File: src/rtl/norm_left_shifter_pkg.sv
// Shared FP datapath constants and helpers for the add/sub normalization path.
// Also used by the multiplier normalizer through lzd_priority_enc.
package norm_left_shifter_pkg;

    localparam int SWR_SP = 26;
    localparam int EWR_SP = 5;
    localparam int SWR_DP = 55;
    localparam int EWR_DP = 6;

    function automatic int clog2(input int value);
        int r;
        r = 0;
        while ((1 << r) < value) begin
            r = r + 1;
        end
        return r;
    endfunction

    // A shift field of ewr bits must encode every count 0..swr, i.e. 2**ewr > swr.
    function automatic bit shift_width_ok(input int swr, input int ewr);
        return ewr >= clog2(swr + 1);
    endfunction

endpackage

File: src/rtl/norm_left_shifter_lzd.sv
// Leading-zero priority encoder: counts zeros down from bit SWR-1 and flags all-zero input.
// Reusable by any normalizer that needs an EWR-bit shift count.
module lzd_priority_enc #(
    parameter int SWR = 26,
    parameter int EWR = 5
) (
    input  logic [SWR-1:0] i_data,
    output logic [EWR-1:0] o_count,
    output logic           o_zero
);

    // Scanning upward lets the highest set bit overwrite every lower one.
    always_comb begin
        o_count = '0;
        o_zero  = (i_data == '0);
        for (int i = 0; i < SWR; i++) begin
            if (i_data[i]) begin
                o_count = EWR'(SWR - 1 - i);
            end
        end
    end

endmodule

File: src/rtl/norm_left_shifter.sv
// Three-stage post-add normalizer: register, leading-zero detect with clamp, log left shift.
// Valid_o follows load_i by three cycles with no backpressure; outputs hold while Valid_o is low.
module norm_left_shifter
    import norm_left_shifter_pkg::*;
#(
    parameter int SWR = SWR_SP,
    parameter int EWR = EWR_SP
) (
    input  logic           clk,
    input  logic           rst,
    input  logic           load_i,
    input  logic [SWR-1:0] Data_i,
    input  logic [EWR-1:0] Max_Shift_i,
    output logic           Valid_o,
    output logic [SWR-1:0] N_mant_o,
    output logic [EWR-1:0] Shift_Value_o,
    output logic           Zero_o,
    output logic           Limit_o
);

    if (!shift_width_ok(SWR, EWR)) begin : g_bad_width
        $error("norm_left_shifter: 2**EWR must exceed SWR");
    end

    logic           r_v1;
    logic [SWR-1:0] r_data1;
    logic [EWR-1:0] r_max1;

    logic           r_v2;
    logic [SWR-1:0] r_data2;
    logic [EWR-1:0] r_shamt2;
    logic           r_zero2;
    logic           r_limit2;

    logic [EWR-1:0] w_lzc;
    logic           w_zero;
    logic           w_limit;
    logic [EWR-1:0] w_shamt;
    logic [SWR-1:0] w_shift [EWR+1];

    always_ff @(posedge clk or posedge rst) begin
        if (rst) begin
            r_v1    <= 1'b0;
            r_data1 <= '0;
            r_max1  <= '0;
        end else begin
            r_v1 <= load_i;
            if (load_i) begin
                r_data1 <= Data_i;
                r_max1  <= Max_Shift_i;
            end
        end
    end

    lzd_priority_enc #(
        .SWR(SWR),
        .EWR(EWR)
    ) u_lzd (
        .i_data (r_data1),
        .o_count(w_lzc),
        .o_zero (w_zero)
    );

    // Exponent headroom caps the shift; the result is then left denormal.
    assign w_limit = !w_zero && (w_lzc > r_max1);
    assign w_shamt = w_zero ? '0 : (w_limit ? r_max1 : w_lzc);

    always_ff @(posedge clk or posedge rst) begin
        if (rst) begin
            r_v2     <= 1'b0;
            r_data2  <= '0;
            r_shamt2 <= '0;
            r_zero2  <= 1'b0;
            r_limit2 <= 1'b0;
        end else begin
            r_v2 <= r_v1;
            if (r_v1) begin
                r_data2  <= r_data1;
                r_shamt2 <= w_shamt;
                r_zero2  <= w_zero;
                r_limit2 <= w_limit;
            end
        end
    end

    assign w_shift[0] = r_data2;
    for (genvar k = 0; k < EWR; k++) begin : g_log_shift
        assign w_shift[k+1] = r_shamt2[k] ? (w_shift[k] << (2 ** k)) : w_shift[k];
    end

    always_ff @(posedge clk or posedge rst) begin
        if (rst) begin
            Valid_o       <= 1'b0;
            N_mant_o      <= '0;
            Shift_Value_o <= '0;
            Zero_o        <= 1'b0;
            Limit_o       <= 1'b0;
        end else begin
            Valid_o <= r_v2;
            if (r_v2) begin
                N_mant_o      <= w_shift[EWR];
                Shift_Value_o <= r_shamt2;
                Zero_o        <= r_zero2;
                Limit_o       <= r_limit2;
            end
        end
    end

endmodule

File: config.mk
export PLATFORM = sky130hd
export DESIGN_NAME = norm_left_shifter
export DESIGN_NICKNAME = d
export VERILOG_FILES = /design/src/rtl/norm_left_shifter_pkg.sv /design/src/rtl/norm_left_shifter_lzd.sv /design/src/rtl/norm_left_shifter.sv
export SDC_FILE = /design/constraint.sdc
export NUM_CORES = 1
export LEC_CHECK = 0
export ABC_AREA = 1
export ABC_CLOCK_PERIOD_IN_PS = 3500
export CAP_MARGIN = 20
export CORE_UTILIZATION = 50
export DETAILED_ROUTE_END_ITERATION = 12
export GPL_ROUTABILITY_DRIVEN = 0
export GPL_TIMING_DRIVEN = 0
export PLACE_DENSITY = 0.76
export SLEW_MARGIN = 30
export SYNTH_ARGS = -nofsm -noshare
export SYNTH_HDL_FRONTEND = slang
export SYNTH_SLANG_ARGS = --single-unit
File: constraint.sdc
create_clock -name clk -period 3.5 [get_ports clk]
set_input_delay 0.7 -clock clk [delete_from_list [all_inputs] [get_ports clk]]
set_output_delay 0.7 -clock clk [all_outputs]
set_load 0.01 [all_outputs]
; ---- Word level (Yosys, flattened, before mapping)
; Cells that the tools add are included.
[word_totals]
elab_cells = 50
regBits = 100
out_inout_bits = 34
[classes]
n_reduce_logical = 3
n_lt_le_gt_ge = 1
muxes = 33
[op_table]
columns = op, n
row1 = $mux W5, 28
row2 = $mux W26, 5
row3 = $logic_not A26 Y1, 1
row4 = $gt A5 B5 Y1, 1
row5 = $logic_and A1 B1 Y1, 1
row6 = $logic_not A1 Y1, 1

; ---- Longest topological paths before layout
[depth]
depth_word = 30
ltp_mapped = 36

; ---- Cells and area by module
; From an unflattened synthesis, not the netlist that was laid out.
[unflattened]
cells_unflattened = 718
area_unflattened_um2 = 5392.7
[by_module_without_submodules]
columns = module, cells_per_inst, area_per_inst_um2, instances
row1 = norm_left_shifter, 630, 5034.8, 1
row2 = lzd_priority_enc, 88, 357.8, 1

; ---- Worst setup path before layout
; Ideal clock, no wire load.
[synth_path]
kind = reg2reg
start = register r_data1[1]
end = register r_shamt2[4]
stages_incl_launch_ff = 37
slack_ns = 0.776
n_path_buf = 0
required_ns = 3.379
period_less_slack_ns = 2.724
arrival_time_ns = 2.603
setup_time_ns = 0.121
path_cell_list = dfrtp_1 -> inv_2 -> nand2_1 -> nand2_1 -> nand2_1 -> nand2_1 -> nand2_1 -> nand2_1 -> nand2_1 -> nand2_1 -> nand2_1 -> nand2_1 -> nand2_1 -> nand2_1 -> nand2_1 -> nand2_1 -> nand2_1 -> nand2_1 -> nand2_1 -> nand2_1 -> nand2_1 -> nand2_1 -> nand2_1 -> nand2_1 -> nand2_1 -> nand2_1 -> nand2_2 -> ha_1 -> o21bai_1 -> a21oi_1 -> nor2_1 -> a211oi_1 -> a41oi_2 -> nand2_2 -> inv_1 -> nand2_1 -> a22o_1
[synth_between]
elab_chain_cells = 29
word_cells_on_any_way = 31
cone_classes = order compare (1) / mux (27) / reduce/logical (3)
[synth_lines]
columns = element, line_no
row1 = start: declaration, norm_left_shifter.sv:26  ; logic [SWR-1:0] r_data1;
row2 = start signal: assignment, norm_left_shifter.sv:49  ; r_data1 <= Data_i;
row3 = $mux W5 (25 in series), norm_left_shifter_lzd.sv:17  ; if (i_data[i]) begin
row4 = $gt A5 B5 Y1, norm_left_shifter.sv:65  ; assign w_limit = !w_zero && (w_lzc > r_max1);
row5 = $logic_and A1 B1 Y1, norm_left_shifter.sv:65
row6 = $mux W5, norm_left_shifter.sv:66  ; assign w_shamt = w_zero ? '0 : (w_limit ? r_max1 : w_lzc);
row7 = $mux W5 *, norm_left_shifter.sv:66
row8 = end signal: assignment, norm_left_shifter.sv:79  ; r_shamt2 <= w_shamt;
row9 = end: declaration, norm_left_shifter.sv:31  ; logic [EWR-1:0] r_shamt2;
; Mark *: on every way between the ends. The rest lies on a longest branch, timed or not.
; A chain may end at the register's enable or synchronous reset.

; ---- Worst setup path in the final report
; Same ends and word-level chain as after synthesis.

==> flow_summary.ini <==
[run_status]
outcome = finished clean

[worst_setup_path]
max_stage_delay_ps = 380
crit_slowest_cell = dfrtp_1
cp_max_fo = 6
critPathRequiredTime_ps = 3770
worstSetupStartpointType = register
endpoint_kind = register
critPathMostFrequentCell = nand2_1
critPathKind = register to register
arrival_ps = 3410
crit_family = simple AND/OR/NAND/NOR gates
cp.buffers_inverters = 2

[synth]
synth_top_area_share = 0.491
postSynthNetCount = 698
ys_seq_area_frac = 0.491
syn_inst = 659
synthArstFlopShare = 1.00
syn_area_um2 = 5100
ys_warn_count = 0
ys_types = 32
synth.largest_area_cell = dfrtp_1
synth_ff_type = dfrtp_1
synth_edf_count = 0
syn_area_per_cell_um2 = 7.73
synth_seq_cells = 100
synthTopCellsByArea = dfrtp_1 49%, nand2_1 15%, o21ai_0 13%

[floorplanning]
initial_core_util = 0.519
die_y_um = 103
die_area_um2 = 10600
die_w_um = 103
ios = 68
core-area_um2 = 9820
core.rowCount = 36

[sta]
tightest_slew_ps = 556
fin_crit_ps = 3140
whs_ps = 410
rsz0062_at_grt = yes
skew_ps = 10.8
post-route-period-util = 0.898
relSlewSlack = 0.629
worst_slack_ps = 358
hold_violations = 0
fmax_ghz = 0.318
setup_viol = 0
slew_viol_final = 0
tns_ps = 0

[routing]
vias = 4570
via_per_inst = 5.22
post-route-drc-count = 0
routed_wl_um = 12000
dr.first_iter.drc_count = 183
drtAntennaViolNets = 0
drt-wirelength-per-cell_um = 13.7
dr.pass1.iters = 5

[pwr]
p_switching_mw = 1.22
p_total_mw = 3.45
p_int_mw = 2.23
cellPowerDensity_nw_per_um2 = 559
power_frac_seq = 0.432
p_clk_frac = 0.211
ir_drop_uv = 243
leakage_nw = 2.91
switching_share = 0.353
comb_power_share = 0.358

[grt]
globalRouteMet2Util = 0.430
grt_util_all_layers = 0.248
grt.busiest_layer = met2
antenna_found_initial = 0
grt_max_degree = 61
grt_pass1_wl_um = 20300
met3_usage = 0.0305
met1_usage = 0.314
overflow = 0
grt_pass1_vias = 4381

[clocking]
post_cts_buffers = 0
clkLatencyLatePin_ps = 370
cts_sinks = 100
cts_max_level = 3
clk_pin_slew_worst_paths_ps = 90
cts_buffers = 9
ctsResizeCount = 0
cts_tree = yes
clock_path_buffers = 2
holdBufCountCts = 0
clock-root-buffer = clkbuf_8

[job]
maxCapViolCount = 0

[finish]
area_growth_pct = 21.0
final_layout_size_suffix_gt1_frac = 0.0418
n_antenna_cell = 0
fin_nets = 777
utilization = 0.628

[min_path]
hold_class = register to register

[placement]
hpwlAfterDp_um = 9330
port_buffers = 67
dp_slack_ps = 363
layout make-up:
type	count	area [um^2]
Fill cell	926	3650
Inverter	70	268
Timing Repair Buffer	68	698
Multi-Input combinational cell	450	2190
Buffer	39	151
Clock inverter	5	62.6
Sequential cell	100	2500
Clock buffer	10	128
Tap cell	133	166
registers in the layout, summed over array words and instances, names as in the netlist:
signal	count
Limit_o	1
N_mant_o	26
Shift_Value_o	5
Valid_o	1
Zero_o	1
r_data1	26
r_data2	26
r_limit2	1
r_max1	5
r_shamt2	5
r_v1	1
r_v2	1
r_zero2	1
cell families (layout without fill, tap and decap cells):
group           count (synthesis)  after routing  share of synthesized area
fa+ha+maj                       5              5                     0.0123
simple gates                  254            254                      0.191
mux                            17             17                     0.0334
compound gates                174            174                      0.191
flops                         100            100                      0.491
buf+inv                       109            192                     0.0813
path summary, 6_finish.rpt:
kind,startpoint,to,slack (ps),depth (start not counted)
worst max-delay path,r_data1[1],r_shamt2[4],360,36
worst min-delay path,r_v1,r_v2,410,0
worst max register to register,r_data1[1],r_shamt2[4],360,36
worst min register to register,r_v1,r_v2,410,0
max in group asynchronous,rst,r_data1[15],2200,3
min in group asynchronous,rst,N_mant_o[7],700,2
worst reg2reg max path: cells and delay by family (launching register included):
kind / cells / cell delay [ps]
flip-flops: 1 / 380
AND/OR/NAND/NOR: 28 / 1580
buffers and inverters: 2 / 190
adder cells (fa/ha/maj): 1 / 180
AO/OA/AOI/OAI: 5 / 710
routing by layer:
layer,up-vias,part of all wire
li1,2293,-
met1,2113,0.46
met2,139,0.48
met3,25,0.040
met4,0,0.024
met5,-,0
stage by stage:
| stage | instances | cell area, um^2 |
|---|---|---|
| floorplan | 659 | 5100 |
| global placement | 859 | 5930 |
| detailed placement | 860 | 5970 |
| CTS | 875 | 6160 |
| global route | 875 | 6170 |
| finish | 875 | 6170 |
cell usage in the layout, fill, tap and decap left out, types with 2 or more instances in the layout:
cell	instances
nand2_1	210
o21ai_0	128
dfrtp_1	100
clkdlybuf4s50_1	67
inv_1	62
clkbuf_1	34
nor2_1	34
mux2i_1	17
clkbuf_8	9
a21oi_1	8
o221ai_1	8
o211ai_1	6
inv_2	5
ha_1	5
buf_2	4
nand3_1	4
o21ai_1	4
a211oi_1	3
buf_1	2
clkinv_1	2
or2_1	2
a32o_1	2
o22ai_1	2
nand2_2	2
o21bai_1	2
o31ai_1	2
inv_6	2
clkinvlp_4	2
power by group through the flow:
stage,Clock [mW],Sequential (mW),Combinational [mW]
final,0.728,1.49,1.23
after global routing,0.791,1.51,1.39
after CTS,0.741,1.49,1.23
after detailed placement,0,1.51,1.22
after global placement,0,1.50,1.19
after floorplan,0,1.55,0.663
cells in the mapped netlist, types with 2 or more instances:
cell type and n:
o21ai_1 4, buf_1 2, or2_1 2, o221ai_1 8
o21bai_1 2, clkinv_1 2, o211ai_1 6, clkbuf_1 33
nand3_1 4, inv_2 5, inv_1 63, buf_2 4
o31ai_1 2, nand2_1 210, nand2_2 2, o21ai_0 129
mux2i_1 17, nor2_1 34, a21oi_1 9, a211oi_1 4
o22ai_1 2, dfrtp_1 100, a32o_1 2, ha_1 5
(Power assumes the default switching activity.)
